$ cat config.mk
export PLATFORM = sky130hd
export DESIGN_NAME = horizontal_tf_addr_ctrl
export DESIGN_NICKNAME = d
export VERILOG_FILES = /design/src/rtl/tf_ctrl_pkg.sv /design/src/rtl/tf_valid_pipe.sv /design/src/rtl/horizontal_tf_addr_ctrl.sv
export SDC_FILE = /design/constraint.sdc
export NUM_CORES = 1
export LEC_CHECK = 0
export ABC_AREA = 1
export BUFFER_PORTS_ARGS = -buffer_cell sky130_fd_sc_hd__buf_2
export CORE_AREA = 2 2 55 52
export CTS_BUF_LIST = sky130_fd_sc_hd__clkbuf_2 sky130_fd_sc_hd__clkbuf_4 sky130_fd_sc_hd__clkbuf_8
export DETAILED_ROUTE_END_ITERATION = 8
export DIE_AREA = 0 0 57 54
export GPL_TIMING_DRIVEN = 0
export PLACE_DENSITY = 0.77
export SLEW_MARGIN = 20
export SYNTH_ARGS = -nofsm -noshare
export SYNTH_HDL_FRONTEND = slang
export SYNTH_SLANG_ARGS = --single-unit
export TNS_END_PERCENT = 30
$ cat constraint.sdc
create_clock -name clk -period 1.3 [get_ports clk]
set_input_delay 0.065 -clock clk [delete_from_list [all_inputs] [get_ports clk]]
set_output_delay 0.065 -clock clk [all_outputs]
set_load 0.005 [all_outputs]
$ cat src/rtl/tf_ctrl_pkg.sv
// Shared constants, FSM encodings and address helper for the horizontal
// twiddle-factor controller of the 16384-point radix-16 FFT.
package tf_ctrl_pkg;

  localparam int unsigned FFT_N      = 16384;
  localparam int unsigned RADIX_LOG2 = 4;
  localparam int unsigned TF_ADDR_W  = 10;

  localparam logic [1:0] IDLE  = 2'd0;
  localparam logic [1:0] RUN   = 2'd1;
  localparam logic [1:0] FLUSH = 2'd2;

  // Twiddle index for a butterfly: later stages use coarser twiddle spacing.
  function automatic logic [TF_ADDR_W-1:0] tf_addr(input logic [TF_ADDR_W-1:0] cnt,
                                                    input logic [1:0]           stage);
    return cnt << (RADIX_LOG2 * stage);
  endfunction

endpackage

$ cat src/rtl/tf_valid_pipe.sv
// ROM_LAT-deep shift register carrying the read-valid and last-read flags so
// they line up with ROM data.
module tf_valid_pipe #(
  parameter int unsigned ROM_LAT = 2
) (
  input  logic clk,
  input  logic rst_n,
  input  logic valid_in,
  input  logic last_in,
  output logic valid_out,
  output logic last_out,
  output logic last_pre
);

  logic [ROM_LAT-1:0] v_q;
  logic [ROM_LAT-1:0] l_q;

  if (ROM_LAT == 1) begin : g_single
    always_ff @(posedge clk or negedge rst_n) begin
      if (!rst_n) begin
        v_q <= '0;
        l_q <= '0;
      end else begin
        v_q <= valid_in;
        l_q <= last_in;
      end
    end
    assign last_pre = last_in;
  end else begin : g_multi
    always_ff @(posedge clk or negedge rst_n) begin
      if (!rst_n) begin
        v_q <= '0;
        l_q <= '0;
      end else begin
        v_q <= {v_q[ROM_LAT-2:0], valid_in};
        l_q <= {l_q[ROM_LAT-2:0], last_in};
      end
    end
    // Value that lands in the last stage on the next edge.
    assign last_pre = l_q[ROM_LAT-2];
  end

  assign valid_out = v_q[ROM_LAT-1];
  assign last_out  = l_q[ROM_LAT-1];

endmodule

$ cat src/rtl/horizontal_tf_addr_ctrl.sv
// Walks the butterfly counter of one radix-16 stage and drives the shared
// address/enable of the eight horizontal twiddle ROMs plus an aligned valid.
module horizontal_tf_addr_ctrl
  import tf_ctrl_pkg::*;
#(
  parameter int unsigned ADDR_WIDTH = 10,
  parameter int unsigned CNT_MAX    = 1023,
  parameter int unsigned ROM_LAT    = 2
) (
  input  logic                  clk,
  input  logic                  rst_n,
  input  logic                  start,
  input  logic [1:0]            stage,
  input  logic                  stall,
  output logic [ADDR_WIDTH-1:0] rom_addr,
  output logic                  rom_en,
  output logic                  tf_valid,
  output logic                  busy,
  output logic                  done
);

  logic [1:0]            state_q, state_d;
  logic [1:0]            stage_q;
  logic [ADDR_WIDTH-1:0] bf_cnt_q;
  logic [ADDR_WIDTH-1:0] rom_addr_q;
  logic                  rom_en_q;
  logic                  last_q;
  logic                  busy_q;
  logic                  accept;
  logic                  issue;
  logic                  is_last;
  logic                  last_pre;

  // A start coinciding with done is dropped even though the FSM is back in IDLE.
  assign accept  = start && (state_q == IDLE) && !done;
  assign issue   = (state_q == RUN) && !stall;
  assign is_last = (bf_cnt_q == ADDR_WIDTH'(CNT_MAX));

  always_comb begin
    state_d = state_q;
    case (state_q)
      IDLE:    if (accept) state_d = RUN;
      RUN:     if (issue && is_last) state_d = FLUSH;
      FLUSH:   if (last_pre) state_d = IDLE;
      default: state_d = IDLE;
    endcase
  end

  always_ff @(posedge clk or negedge rst_n) begin
    if (!rst_n) begin
      state_q    <= IDLE;
      stage_q    <= '0;
      bf_cnt_q   <= '0;
      rom_addr_q <= '0;
      rom_en_q   <= 1'b0;
      last_q     <= 1'b0;
      busy_q     <= 1'b0;
    end else begin
      state_q  <= state_d;
      busy_q   <= (state_d != IDLE);
      rom_en_q <= issue;
      last_q   <= issue && is_last;
      if (accept) begin
        stage_q  <= stage;
        bf_cnt_q <= '0;
      end
      if (issue) begin
        rom_addr_q <= ADDR_WIDTH'(tf_addr(TF_ADDR_W'(bf_cnt_q), stage_q));
        bf_cnt_q   <= bf_cnt_q + ADDR_WIDTH'(1);
      end
    end
  end

  tf_valid_pipe #(
    .ROM_LAT (ROM_LAT)
  ) u_valid_pipe (
    .clk       (clk),
    .rst_n     (rst_n),
    .valid_in  (rom_en_q),
    .last_in   (last_q),
    .valid_out (tf_valid),
    .last_out  (done),
    .last_pre  (last_pre)
  );

  assign rom_addr = rom_addr_q;
  assign rom_en   = rom_en_q;
  assign busy     = busy_q;

endmodule
==> flow_summary.yaml <==
worst_setup_path:
  startpoint: "state_q[1]"
  worstPathArrival_ns: 1.57
  rrSetupSlack_ns: -0.007
  r2r_start: "state_q[1]"
  start_kind: "flip-flop"
  r2r_end: "bf_cnt_q[4]"
  reg2regPathDepth: 6
  crit_required_ns: 1.56
  path_max_fanout: 10
  setup.worst_path.end_class: "flip-flop"
  critPathKind: "flip-flop to flip-flop"
logic_synthesis:
  synthCells: 157
  ys_types: 22
  yosys_warnings: 0
  synth_nets: 164
  ys_ff_latch: 31
  synth_area_um2: 1370
  yosysSeqAreaShare_pct: 56.62
  syn_area_per_cell_um2: 8.727
hold_path:
  min_path_type: "input port to flip-flop"
  whs_endpoint: "bf_cnt_q[9]"
  min_from: "start"
  hold_depth: 4
route:
  top_layer: "met4"
  avgViaCountPerCell: 5.374
  wl_met1_mm: 1.167
  post-route-drc-count: 0
  wl_met2_mm: 1.470
  route.vias.total: 1177
  dr.pass1.iters: 4
  detail_route.wl_per_cell_um: 13.00
  drt-total-wl_mm: 2.847
  drtIter0Drc: 41
  wl_met3_um: 170
  ant_nets: 0
timing:
  setup_viol: 1
  layout_min_cycle_time_ns: 1.307
  hold_viol: 0
  skew_ns: 0.003839
  fin_crit_sh_pct: 100.5
  drv_slew: 0
  slew-limit-headroom_pct: 54.23
  rsz0062_at_grt: "true"
  whs_ns: 0.04248
  worst_pin_slew_ns: 0.6866
  setup_ws_ns: -0.006923
  max_freq_mhz: 765.2
clock_network:
  cts_tree: "yes"
  clock_latency_ns: 0.33
  clockRootBuffer: "clkbuf_4"
  cts.htree.levels: 2
  clk_pin_slew_worst_paths_ns: 0.10
  numCtsBuffers: 5
  cts_buffer_depth: 2
  cts.sink_count: 31
final_layout:
  utilization_pct: 64.28
  multi_input_area_um2: 516.7
  stdcell_area_um2: 1650
  final_layout_size_suffix_gt1_share_pct: 22.22
  diodes: 0
  filler_cell_count: 219
  regArea_um2: 775.7
  layout-area-overhead-vs-synth_pct: 20.46
  nNetsFinal: 195
die:
  initial_core_util_pct: 53.36
  dieArea_um2: 3078
  io_pins: 20
  dieWidth_um: 57
  core_area_um2: 2567
  fp.dieH_um: 54
  rows: 18
global_routing:
  grt_max_degree: 32
  antenna_found_initial: 0
  grt_pass1_vias: 1117
  grt.total_usage_pct: 20.64
  overflow: 0
  grt_pass1_wl_mm: 4.733
placement:
  globalplace.congestion: 0.7737
  dp_hpwl_mm: 1.914
  postPlaceCellArea_um2: 1503
  port_buffers: 19
  place_ws_ns: -0.07682
outcome:
  status: "finished, violations left"
  violations: "negative setup slack"
power:
  p_total_mw: 1.784
  power_density_nw_per_um2: 1081
  irDropWorstVdd_mv: 1.226
  p_leak_nw: 0.9088
job:
  max-cap-violations: 0
[cells in the mapped netlist]
cell type   n  area [um2]
nor2_1      9       33.78
inv_1      18       67.56
nand4_1     3       18.77
o21ai_0    15       75.07
or3_1       1       6.260
clkbuf_1    1       3.750
nor3_1      1       5.000
nor2_2      1       6.260
dfrtp_1    31       775.7
nand2_1    42       157.7
a21oi_1     8       40.04
nand2_2     1       6.260
nand3_2     3       30.03
inv_2       1       3.750
nand3_1    11       55.05
mux2i_1     3       30.03
o21bai_1    1       7.510
o21ai_1     1       5.000
buf_2       3       15.01
xnor2_1     1       8.760
a31oi_1     1       6.260
ha_1        1       12.51
[sequential cells by signal, indices dropped and copies added (netlist names)]
| signal | cells |
|---|---|
| state_q | 2 |
| u_valid_pipe.v_q | 2 |
| rom_addr | 10 |
| busy | 1 |
| u_valid_pipe.l_q | 2 |
| last_q | 1 |
| bf_cnt_q | 10 |
| stage_q | 2 |
| rom_en | 1 |
[power breakdown]
| group | switching, mW | total [mW] | internal, mW |
|---|---|---|---|
| registers | 0 | 0.963 | 0.963 |
| clock network | 0.333 | 0.787 | 0.454 |
| logic | 0.0221 | 0.0335 | 0.0114 |
[layer usage]
metal,GRT usage [%],vias up
li1,-,569
met1,24.96,560
met2,34.87,43
met3,7.212,5
met4,6.977,0
met5,0,-
[how the worst max path moves through the flow]
stage / slack [ns] / to / cells after the start
after floorplan: 0.12 / state_q[0] / 6
after global placement: -0.03 / state_q[0] / 6
after detailed placement: -0.08 / state_q[0] / 6
after CTS: 0.02 / state_q[0] / 6
after global routing: -0.13 / bf_cnt_q[4] / 6
final: -0.007 / bf_cnt_q[4] / 6
[layout by cell type (no fill, tap or decap), types with 4 or more instances in the layout]
cell type  synthesis  routed
buf_2              3      21
nand3_1           11      10
nand3_2            3       4
a21oi_1            8       8
o21ai_0           15      15
inv_1             18      17
clkbuf_4           0       5
dfrtp_1           31      31
nor2_1             9       8
nand2_1           42      42
[logic make-up after synthesis]
group / share of synthesized area, %
compound gates: 9.772
fa+ha+maj: 0.9131
simple gates: 23.29
xor+xnor: 0.6394
flops: 56.62
buf+inv: 6.574
mux: 2.192
[per-stage QoR]
| stage | TNS [ns] | cells |
|---|---|---|
| finish | -0.006923 | 219 |
| global route | -0.2166 | 219 |
| CTS | 0 | 219 |
| detailed placement | -0.09089 | 206 |
| global placement | -0.03335 | 206 |
| floorplan | 0 | 157 |
[worst max-delay path, stage by stage, from the launching register on]
cell     delay (ns)
dfrtp_1        0.40
inv_1          0.10
nand3_2        0.10
buf_2          0.20
nor2_1         0.19
a21oi_1        0.09
a21oi_1        0.15
[layout make-up]
class                           instances  area share (%)
Tap cell                               30           2.274
Clock buffer                            6           3.108
Inverter                               19           4.321
Multi-Input combinational cell        103           31.31
Buffer                                  4           1.365
Timing Repair Buffer                   24           8.491
Sequential cell                        31           47.01
Clock inverter                          2           2.123
[timing repair]
item,4_1_cts,5_1_grt
endpoints found under the hold margin,33,0
pin swaps,1,1
setup endpoints to repair,5,16
buffers inserted,2,0
gates resized for setup,0,8
hold buffers,3,0
Note: power is estimated with default switching activity, not from simulation.
